<file path="config.mk">
export PLATFORM = sky130hd
export DESIGN_NAME = led_chaser_flat
export DESIGN_NICKNAME = d
export VERILOG_FILES = /design/src/rtl/led_chaser_if.sv /design/src/rtl/led_chaser.sv /design/src/flat_wrapper.sv
export SDC_FILE = /design/constraint.sdc
export NUM_CORES = 1
export LEC_CHECK = 0
export CORE_ASPECT_RATIO = 1.1
export CORE_MARGIN = 4
export CORE_UTILIZATION = 25
export DETAILED_ROUTE_END_ITERATION = 12
export HOLD_SLACK_MARGIN = 0.02
export SLEW_MARGIN = 40
export SYNTH_ARGS = -nofsm -noshare
export SYNTH_HDL_FRONTEND = slang
export SYNTH_SLANG_ARGS = --single-unit
</file>
<file path="constraint.sdc">
create_clock -name clk_in -period 1.8 [get_ports clk_in]
set_input_delay 0.45 -clock clk_in [delete_from_list [all_inputs] [get_ports clk_in]]
set_output_delay 0.45 -clock clk_in [all_outputs]
set_load 0.01 [all_outputs]
</file>
<file path="src/rtl/led_chaser_if.sv">
// Control and LED-output bundle for the led_chaser pattern generator.
// The slave side (led_chaser) receives the controls and drives the LED pins.
interface led_chaser_if #(
   parameter int unsigned WIDTH = 8
);
   logic             en;
   logic [1:0]       mode;
   logic             dir;
   logic             step;
   logic [WIDTH-1:0] led;
   logic             tick;

   modport master (
      output en, mode, dir, step,
      input  led, tick
   );

   modport slave (
      input  en, mode, dir, step,
      output led, tick
   );
endinterface

</file>
<file path="src/rtl/led_chaser.sv">
// LED pattern generator: prescaler divides clk_in to a step rate and a pattern engine
// advances rotate/bounce/fill/blink patterns, with pause and single-step control.
module led_chaser #(
   parameter int unsigned WIDTH      = 8,
   parameter int unsigned DIV_MAX    = 2400,
   parameter bit          ACTIVE_LOW = 1'b1
) (
   input logic         clk_in,
   input logic         rst_n,
   led_chaser_if.slave bus
);
   localparam int unsigned     CW     = (DIV_MAX < 1) ? 1 : $clog2(DIV_MAX + 1);
   localparam logic [CW-1:0]   RELOAD = CW'(DIV_MAX);
   localparam logic [WIDTH-1:0] MSB   = {1'b1, {(WIDTH-1){1'b0}}};

   typedef enum logic [1:0] {
      MODE_ROTATE = 2'b00,
      MODE_BOUNCE = 2'b01,
      MODE_FILL   = 2'b10,
      MODE_BLINK  = 2'b11
   } mode_t;

   typedef enum logic {
      BDIR_RIGHT = 1'b0,
      BDIR_LEFT  = 1'b1
   } bdir_t;

   logic [WIDTH-1:0] p_q,    p_n,    p_adv;
   logic [CW-1:0]    cnt_q,  cnt_n;
   mode_t            mode_q, mode_n, mode_in;
   bdir_t            bdir_q, bdir_n, bdir_adv;
   logic             tick_q, tick_n;
   logic             advance;

   assign mode_in = mode_t'(bus.mode);

   function automatic logic [WIDTH-1:0] seed(input mode_t m);
      return (m == MODE_ROTATE || m == MODE_BOUNCE) ? MSB : '0;
   endfunction

   // Pattern successor for the current mode; bdir only changes at the bounce ends.
   always_comb begin
      p_adv    = p_q;
      bdir_adv = bdir_q;
      case (mode_q)
         MODE_ROTATE: begin
            if (bus.dir) p_adv = {p_q[WIDTH-2:0], p_q[WIDTH-1]};
            else         p_adv = {p_q[0], p_q[WIDTH-1:1]};
         end
         MODE_BOUNCE: begin
            if (bdir_q == BDIR_RIGHT) begin
               if (p_q[0]) begin
                  p_adv    = p_q << 1;
                  bdir_adv = BDIR_LEFT;
               end else begin
                  p_adv    = p_q >> 1;
               end
            end else begin
               if (p_q[WIDTH-1]) begin
                  p_adv    = p_q >> 1;
                  bdir_adv = BDIR_RIGHT;
               end else begin
                  p_adv    = p_q << 1;
               end
            end
         end
         MODE_FILL: begin
            if (&p_q)        p_adv = '0;
            else if (bus.dir) p_adv = {p_q[WIDTH-2:0], 1'b1};
            else              p_adv = {1'b1, p_q[WIDTH-1:1]};
         end
         MODE_BLINK: p_adv = ~p_q;
         default:    p_adv = p_q;
      endcase
   end

   // Mode change wins over prescaler and step; it reseeds and restarts the period.
   always_comb begin
      p_n     = p_q;
      cnt_n   = cnt_q;
      mode_n  = mode_q;
      bdir_n  = bdir_q;
      tick_n  = 1'b0;
      advance = 1'b0;
      if (mode_in != mode_q) begin
         mode_n = mode_in;
         p_n    = seed(mode_in);
         cnt_n  = RELOAD;
         bdir_n = BDIR_RIGHT;
      end else begin
         if (bus.en) begin
            if (cnt_q == '0) begin
               cnt_n   = RELOAD;
               advance = 1'b1;
            end else begin
               cnt_n   = cnt_q - CW'(1);
            end
         end else if (bus.step) begin
            advance = 1'b1;
         end
         if (advance) begin
            p_n    = p_adv;
            bdir_n = bdir_adv;
            tick_n = 1'b1;
         end
      end
   end

   always_ff @(posedge clk_in or negedge rst_n) begin
      if (!rst_n) begin
         p_q    <= MSB;
         cnt_q  <= RELOAD;
         mode_q <= MODE_ROTATE;
         bdir_q <= BDIR_RIGHT;
         tick_q <= 1'b0;
      end else begin
         p_q    <= p_n;
         cnt_q  <= cnt_n;
         mode_q <= mode_n;
         bdir_q <= bdir_n;
         tick_q <= tick_n;
      end
   end

   assign bus.led  = ACTIVE_LOW ? ~p_q : p_q;
   assign bus.tick = tick_q;
endmodule

</file>
<file path="src/flat_wrapper.sv">
// flat-port wrapper written by rule: the top's interface ports become plain ports
module led_chaser_flat 
#(
   parameter int unsigned WIDTH      = 8,
   parameter int unsigned DIV_MAX    = 2400,
   parameter bit          ACTIVE_LOW = 1'b1
)
  (clk_in, rst_n, bus_en, bus_mode, bus_dir, bus_step, bus_led, bus_tick);
  led_chaser_if #(.WIDTH(WIDTH)) bus_i ();
  input logic clk_in;
  input logic rst_n;
  input wire logic [$bits(bus_i.en)-1:0] bus_en;
  input wire logic [$bits(bus_i.mode)-1:0] bus_mode;
  input wire logic [$bits(bus_i.dir)-1:0] bus_dir;
  input wire logic [$bits(bus_i.step)-1:0] bus_step;
  output wire logic [$bits(bus_i.led)-1:0] bus_led;
  output wire logic [$bits(bus_i.tick)-1:0] bus_tick;
  assign bus_i.en = bus_en;
  assign bus_i.mode = bus_mode;
  assign bus_i.dir = bus_dir;
  assign bus_i.step = bus_step;
  assign bus_led = bus_i.led;
  assign bus_tick = bus_i.tick;
  led_chaser #(.WIDTH(WIDTH), .DIV_MAX(DIV_MAX), .ACTIVE_LOW(ACTIVE_LOW)) u_core (.clk_in(clk_in), .rst_n(rst_n), .bus(bus_i));
endmodule
</file>
; Word-level counts from Yosys, hierarchy flattened
; Index checks and enable logic that the tools add are counted.
[classes]
add_sub_neg = 1
n_bitwise = 1
n_eq_ne = 5
mux = 25
reduce_logical = 9
[ops]
columns = op, count
row1 = $mux 8, 9
row2 = $mux 12, 3
row3 = $pmux 8 s4, 1
row4 = $logic_not 12->1, 1
row5 = $mux 1, 12
row6 = $sub 12x1->12 const B, 1
row7 = $not 8->8, 1
row8 = $reduce_and 8->1, 1
row9 = $reduce_bool 2->1, 3
row10 = $eq 2x1->1 const B, 2
row11 = $eq 2x2->1 const B, 2
row12 = $logic_not 2->1, 2
row13 = $ne 2x2->1, 1
row14 = $reduce_and 2->1, 1
row15 = $logic_or 1x1->1, 1
[totals]
inputBits = 7
out_inout_bits = 9
regBits = 24

; Logic depth before layout (Yosys ltp)
; Gate-level depths: netlist (run 1).
[logic_depth]
word_depth = 6
ltp_mapped = 8

; Worst setup path before layout (run 1)
; OpenSTA, ideal clock, no wires.
[synth_path]
path_kind = register to register
start = register u_core.cnt_q[2]
end = register u_core.cnt_q[7]
t_required_ps = 1673
stages_incl_launch_ff = 5
slack_ps = 112
t_arrival_ps = 1561
n_path_buf = 0
cell_sequence = dfrtp_1 or4_1 or4_1 a21oi_1 o22ai_1
[synth_via]
elab_chain_cells = 4
word_cells_on_any_way = 5
[synth_rtl]
columns = element, line
row1 = "start, declared", led_chaser.sv:29  ; logic [CW-1:0] cnt_q, cnt_n;
row2 = "start signal, assigned", led_chaser.sv:118  ; cnt_q <= cnt_n;
row3 = $sub 12x1->12 / $logic_not 12->1 (equally long branches), "led_chaser.sv:96, led_chaser.sv:92"
row4 = $mux 12 (*), led_chaser.sv:92  ; if (cnt_q == '0) begin
row5 = $mux 12 (*), led_chaser.sv:91  ; if (bus.en) begin
row6 = $mux 12 (*), led_chaser.sv:85  ; if (mode_in != mode_q) begin
; Mark *: on every way between the ends. The rest lies on a longest branch, timed or not. The select of a mux whose other input is x is not followed.
; A chain may end at the register's enable or synchronous reset.

; Worst setup path in the final report (run 1)
[layout_path]
start = input bus_mode[0]
end = register u_core.p_q[4]
[layout_via]
elab_chain_cells = 2
word_cells_on_any_way = 3
[layout_rtl]
columns = element, line
row1 = "start, declared", flat_wrapper.sv:13  ; input wire logic [$bits(bus_i.mode)-1:0] bus_mode;
row2 = $ne 2x2->1 (*), led_chaser.sv:85
row3 = $mux 8 / $reduce_bool 2->1 (equally long branches), --
row4 = "end signal, assigned", led_chaser.sv:117  ; p_q <= p_n;
row5 = "end, declared", led_chaser.sv:28  ; logic [WIDTH-1:0] p_q, p_n, p_adv;
; Mark *: on every way between the ends. The rest lies on a longest branch, timed or not.

==> results of run 1 <==
-- cell usage after synthesis (2+ instances only) --
| cell | number |
|---|---|
| nand2_1 | 26 |
| dfrtp_1 | 19 |
| inv_1 | 16 |
| o21ai_0 | 14 |
| nor2_1 | 12 |
| nor3_1 | 12 |
| a21oi_1 | 9 |
| clkbuf_1 | 9 |
| nand3_1 | 9 |
| a31oi_1 | 8 |
| a311oi_1 | 5 |
| dfstp_2 | 5 |
| and4_1 | 4 |
| o31ai_1 | 4 |
| or4_1 | 4 |
| nand4b_1 | 3 |
| nor2b_1 | 3 |
| o22ai_1 | 3 |
| o311ai_0 | 3 |
| or3_1 | 3 |
| a22oi_1 | 2 |
| buf_2 | 2 |
| ha_1 | 2 |
| nand2b_1 | 2 |
| nand4_1 | 2 |
| nor3b_1 | 2 |
| or2_2 | 2 |
| xor2_1 | 2 |
-- cell families after synthesis --
logic type,after synthesis,share of synthesized area
buffers and inverters,27,0.0637
AOI/OAI and AO/OA,59,0.242
muxes,1,0.00614
DFF,24,0.372
and+or+nand+nor,89,0.291
xor gates and xnor gates,2,0.0107
adders and majority gates,2,0.0153
-- cell type report --
type                            instances  area [um^2]  share of cell area
Multi-Input combinational cell        153          988               0.428
Tap cell                               80          100              0.0433
Clock buffer                            3         41.3              0.0179
Clock inverter                          1         30.0              0.0130
Timing Repair Buffer                   57          480               0.208
Inverter                               16         60.1              0.0260
Sequential cell                        24          609               0.264
-- worst max path at each step --
stage / slack [ns] / endpoint / startpoint / depth (start not counted)
5_1_grt: -0.02 / u_core.cnt_q[5]$_DFFE_PN1P_ / bus_mode[0] / 6
6_report: 0.02 / u_core.p_q[4]$_DFFE_PN0P_ / bus_mode[0] / 6
3_3_place_gp: -0.19 / u_core.p_q[7]$_DFFE_PN1P_ / bus_mode[0] / 6
4_1_cts: 0.02 / u_core.cnt_q[7]$_DFFE_PN0P_ / u_core.cnt_q[0]$_DFFE_PN0P_ / 4
2_1_floorplan: 0.11 / u_core.cnt_q[7]$_DFFE_PN0P_ / u_core.cnt_q[2]$_DFFE_PN0P_ / 4
3_5_place_dp: -0.24 / u_core.p_q[4]$_DFFE_PN0P_ / bus_mode[0] / 6
-- where the power goes --
part	total [mW]	internal, mW	switching (mW)
sequential	0.641	0.589	0.0517
clock	0.485	0.298	0.188
combinational	0.522	0.262	0.260
total	1.65	1.15	0.499
-- routing by layer --
metal | vias to the layer above | GRT usage
li1 | 871 | -
met1 | 823 | 0.150
met4 | 0 | 0.0369
met5 | - | 0
met3 | 9 | 0.0142
met2 | 52 | 0.220
-- worst reg2reg max path, cell delays in order (launching register included) --
cell and delay, ns:
dfrtp_1 0.43, or4_4 0.56, or4_4 0.44, a21oi_2 0.15
o22ai_1 0.08
-- per-stage QoR --
stage	hold slack, ns	util	worst slack [ns]	setup TNS [ns]	cells
CTS	0.537	0.357	0.0180	0	333
floorplan	0.154	-	0.112	0	204
detailed placement	0.515	0.337	-0.244	-3.40	323
finish	0.533	0.368	0.0226	0	334
global placement	0.512	0.337	-0.191	-3.28	323
global route	0.552	0.368	-0.0182	-0.0386	334
-- repair_timing --
item / 4_1_cts / 5_1_grt
setup endpoints to repair: 9 / 16
pin swaps: 0 / 7
gates resized for setup: 10 / 18
buffers inserted: 6 / 1
endpoints found under the hold margin: 0 / 0
-- registers in the layout (all words and copies together) (netlist names) --
register	cells
u_core.cnt_q	12
u_core.mode_q	2
u_core.bdir_q	1
u_core.p_q	8
u_core.bus.tick	1
==> summary.md, run 1 <==
| Metric | Value |
|---|---|
| CP Cell Sequence | clkdlybuf4s50_1 -> xor2_1 -> buf_4 -> or2_2 -> buf_6 -> a311oi_2 |
| Leading area contributor after synthesis | dfrtp_1 |
| TritonCTS Buffers | 3 |
| Final period util | 0.987 |
| Critical path's slowest cell | clkdlybuf4s50_1 |
| Crit path max fanout | 5 |
| DRT antenna net count | 0 |
| Critical path required time | 1.97 ns |
| Final setup viols | 0 |
| RSZ-0062 raised after global routing | yes |
| P&R area growth vs syn | 41.6% |
| Core area | 6270 um^2 |
| Share of layout cells above drive strength 1 | 0.268 |
| Core Rows | 30 |
| Critical R2R Launch | u_core.cnt_q[0]$_DFFE_PN0P_ |
| Placer Congestion | 0.907 |
| Rel. slew slack | 0.736 |
| R2R setup slack | 0.03 ns |
| Area contributors post-synth | dfrtp_1 29%, dfstp_2 8.1%, nand2_1 6.0% |
| Post-synth top area share | 0.291 |
| Worst path max stage delay | 0.43 ns |
| Met1 wire length | 2.10 mm |
| Seq cells post-synth | 24 |
| Cell area power density | 714 nW/um^2 |
| Worst R2R End | u_core.cnt_q[7]$_DFFE_PN0P_ |
| P_leak | 0.900 nW |
| Number of distinct library cells after synthesis | 45 |
| H-tree level count | 1 |
| Fin area | 2310 um^2 |
| Initial antenna violation count | 0 |
| Clock Sinks | 24 |
| Antenna diode count | 0 |
| Bufs and invs on worst path | 3 |
| Maximum clock path buffer count | 2 |
| Post-CTS Hold Fix Bufs | 0 |
| GRT Util Overall | 0.122 |
| Clock-pin slew on the worst setup and hold paths | 0.10 ns |
| Filler Cells Inserted | 645 |
| Maxcap violations | 0 |
| DIE HEIGHT | 92.7 um |
| Final hold vios | 0 |
| Peak clock frequency supported by timing | 563 MHz |
| # nets final | 264 |
| WL final | 4.86 mm |
| Placed Area | 2110 um^2 |
| Net count after synthesis | 213 |
| Largest delay contributor family on the critical path | buffers and inverters |
| Max rail drop VDD | 409 uV |
| WL met3 | 219 um |
| Ys async rst share | 1.00 |
| Root buffer cell | clkbuf_8 |
| Worst-margin pin slew | 0.395 ns |
| Syn avg cell area | 8.00 um^2 |
| DR vias/cell | 5.25 |
| Die Area | 7880 um^2 |
| Congestion Overflow GR | 0 |
| Minimum clock period | 1.78 ns |
| Max Slew Vio Count | 0 |
| Total length of routed met2 wires | 2.46 mm |
| Worst Path Arrival | 1.94 ns |
| Most frequent cells in the layout | 39 x buf_4, 25 x nand2_1, 17 x dfrtp_1 |
| Cells after synthesis | 204 |
| CTS tree | done |
| Worst-Skew Late Latency | 0.27 ns |
| Outcome | complete, no violations |
| Initial DRC count | 83 |
| Reg2Reg Depth | 4 |
| Vias in the first global route | 1647 |
| EDFF count, synth | 0 |
| Cell Area, Synth | 1630 um^2 |
| Total number of vias | 1755 |
| Io pins | 16 |
| Hpwl dp | 3.39 mm |
| Crit path launch type | input port |
| Port Buf Inserts | 15 |
| Layout Skew | 0.0105 ns |
| Post-route DRC | 0 |
| Highest Signal Layer | met4 |
| Worst hold path type | input port to asynchronous set/reset pin |
| Power Total | 1.65 mW |
| Register area share after synthesis | 0.372 |
| Yosys warns | 0 |
| Detailed-router iteration count before antenna repair | 4 |
| Pin count of the biggest net entering global routing | 25 |
| Worst Path Class, Setup | input port to register |
| Setup crit end kind | register |
| First-pass GRT wire length | 7.88 mm |
| Post-synth top flop | dfrtp_1 |
| Initial Util | 0.260 |
| Per-cell routed wire length | 14.5 um |
| Die X-Extent | 85.0 um |
| Leading cell type in the layout, fill and taps excluded | buf_4 |
(Power assumes the default switching activity.)
==> run 2, diff against run 1 <==
SKIP_CTS_REPAIR_TIMING = 1   (was unset)
==> summary.md, run 2 (same netlist as run 1, synthesis figures left out) <==
| Metric | Value |
|---|---|
| Outcome | complete, no violations |
| Rel. slew slack | 0.742 |
| Most frequent cells in the layout | 34 x buf_4, 25 x nand2_1, 15 x inv_1, 15 x dfrtp_1, 13 x o21ai_0 |
| DR vias/cell | 5.16 |
| Maximum clock path buffer count | 2 |
| Total number of vias | 1698 |
| Per-cell routed wire length | 14.3 um |
| Io pins | 16 |
| Share of layout cells above drive strength 1 | 0.257 |
| Reg area | 612 um^2 |
| Initial Util | 0.260 |
| Core Rows | 30 |
| Layout Cells excl Fill | 329 |
| Hpwl dp | 3.39 mm |
| Max rail drop VDD | 408 uV |
| Max Slew Vio Count | 0 |
| # nets final | 259 |
| Cell area power density | 710 nW/um^2 |
| DIE HEIGHT | 92.7 um |
| RSZ-0062 raised after global routing | yes |
| Filler Cells Inserted | 635 |
| Worst hold path type | input port to register |
| Post-route DRC | 0 |
| Hold_ws | 0.359 ns |
| Max reg flops | 12 |
| Die Area | 7880 um^2 |
| Final setup viols | 0 |
| Leading cell type in the layout, fill and taps excluded | buf_4 |
| Worst-Skew Late Latency | 0.27 ns |
| Final hold vios | 0 |
| Port Buf Inserts | 15 |
| Clock Sinks | 24 |
| Initial DRC count | 54 |
| Crit path max fanout | 6 |
| GRT Util Overall | 0.116 |
| Regs by FF count | u_core.cnt_q: 12 flops, u_core.p_q: 8 flops, u_core.mode_q: 2 flops |
| Pin count of the biggest net entering global routing | 25 |
| Area of the multi-input gates | 987 um^2 |
| DP Cell Count | 323 |
| P&R area growth vs syn | 40.9% |
| Final period util | 0.997 |
| Initial antenna violation count | 0 |
| Worst-margin pin slew | 0.386 ns |
| Crit path launch type | register |
| Setup crit end kind | output pin |
| TritonCTS Buffers | 3 |
| Worst Path Class, Setup | register to output pin |
| Register with the most flip-flops | u_core.cnt_q |
| CTS tree | done |
| Placer Congestion | 0.907 |
| DRT antenna net count | 0 |
| Die X-Extent | 85.0 um |
| Worst Path Arrival | 1.34 ns |
| Place WS | -0.244 ns |
| Antenna diode count | 0 |
| Vias in the first global route | 1627 |
| Slack of the critical path | 0.00628 ns |
| Setup TNS Final | 0 ns |
| Detailed-router iteration count before antenna repair | 4 |
| Clock-pin slew on the worst setup and hold paths | 0.10 ns |
| WL final | 4.71 mm |
| P_leak | 0.899 nW |
| Minimum clock period | 1.79 ns |
| Root buffer cell | clkbuf_8 |
| Maxcap violations | 0 |
| Congestion Overflow GR | 0 |
| Critical path required time | 1.35 ns |
| Layout Skew | 0.0115 ns |
| H-tree level count | 1 |
| Core area | 6270 um^2 |
| First-pass GRT wire length | 7.62 mm |
| Final Util | 0.367 |
| Peak clock frequency supported by timing | 558 MHz |
==> run 2: through the flow <==
| stage | area (um^2) | power, mW |
|---|---|---|
| 5_1_grt | 2300 | 1.73 |
| 3_5_place_dp | 2110 | 1.12 |
| 4_1_cts | 2180 | 1.61 |
| 2_1_floorplan | 1630 | 0.869 |
| 3_3_place_gp | 2110 | 1.11 |
| 6_report | 2300 | 1.63 |
==> run 2: cell type report <==
class | count | area share
clock buffer | 3 | 0.0180
clock inverter | 1 | 0.0131
inverter | 16 | 0.0261
multi-input combinational | 153 | 0.430
sequential | 24 | 0.266
tap | 80 | 0.0435
timing repair buffer | 52 | 0.204
==> run 2: worst paths after layout <==
check	from	end	slack (ns)	depth (start not counted)
worst max-delay path	u_core.p_q[4]$_DFFE_PN0P_	bus_led[4]	0.006	2
worst min-delay path	bus_mode[0]	u_core.mode_q[0]$_DFFE_PN0N_	0.36	1
worst max register to register	u_core.cnt_q[0]$_DFFE_PN0P_	u_core.cnt_q[7]$_DFFE_PN0P_	0.006	4
worst min register to register	u_core.cnt_q[6]$_DFFE_PN1P_	u_core.cnt_q[6]$_DFFE_PN1P_	0.53	2
max in group asynchronous	rst_n	u_core.cnt_q[5]$_DFFE_PN1P_	0.95	2
min in group asynchronous	rst_n	u_core.cnt_q[3]$_DFFE_PN0P_	0.53	2
==> run 2: layer usage <==
metal,track usage,up-vias,wire length (um)
met4,0.0303,0,54
met5,0,-,0
met3,0.0133,7,154
li1,-,856,-
met1,0.145,800,2120
met2,0.209,35,2380
==> run 2: critical path: stages, from the launching register on <==
cell             delay, ns
dfrtp_1               0.45
inv_1                 0.10
clkdlybuf4s50_1       0.53
==> run 2: power breakdown <==
part	internal (mW)	switching (mW)	total, mW	leakage, nW
registers	0.590	0.0587	0.649	0.302
logic	0.257	0.243	0.500	0.562
clock network	0.298	0.187	0.485	0.0357
total	1.14	0.489	1.63	0.899
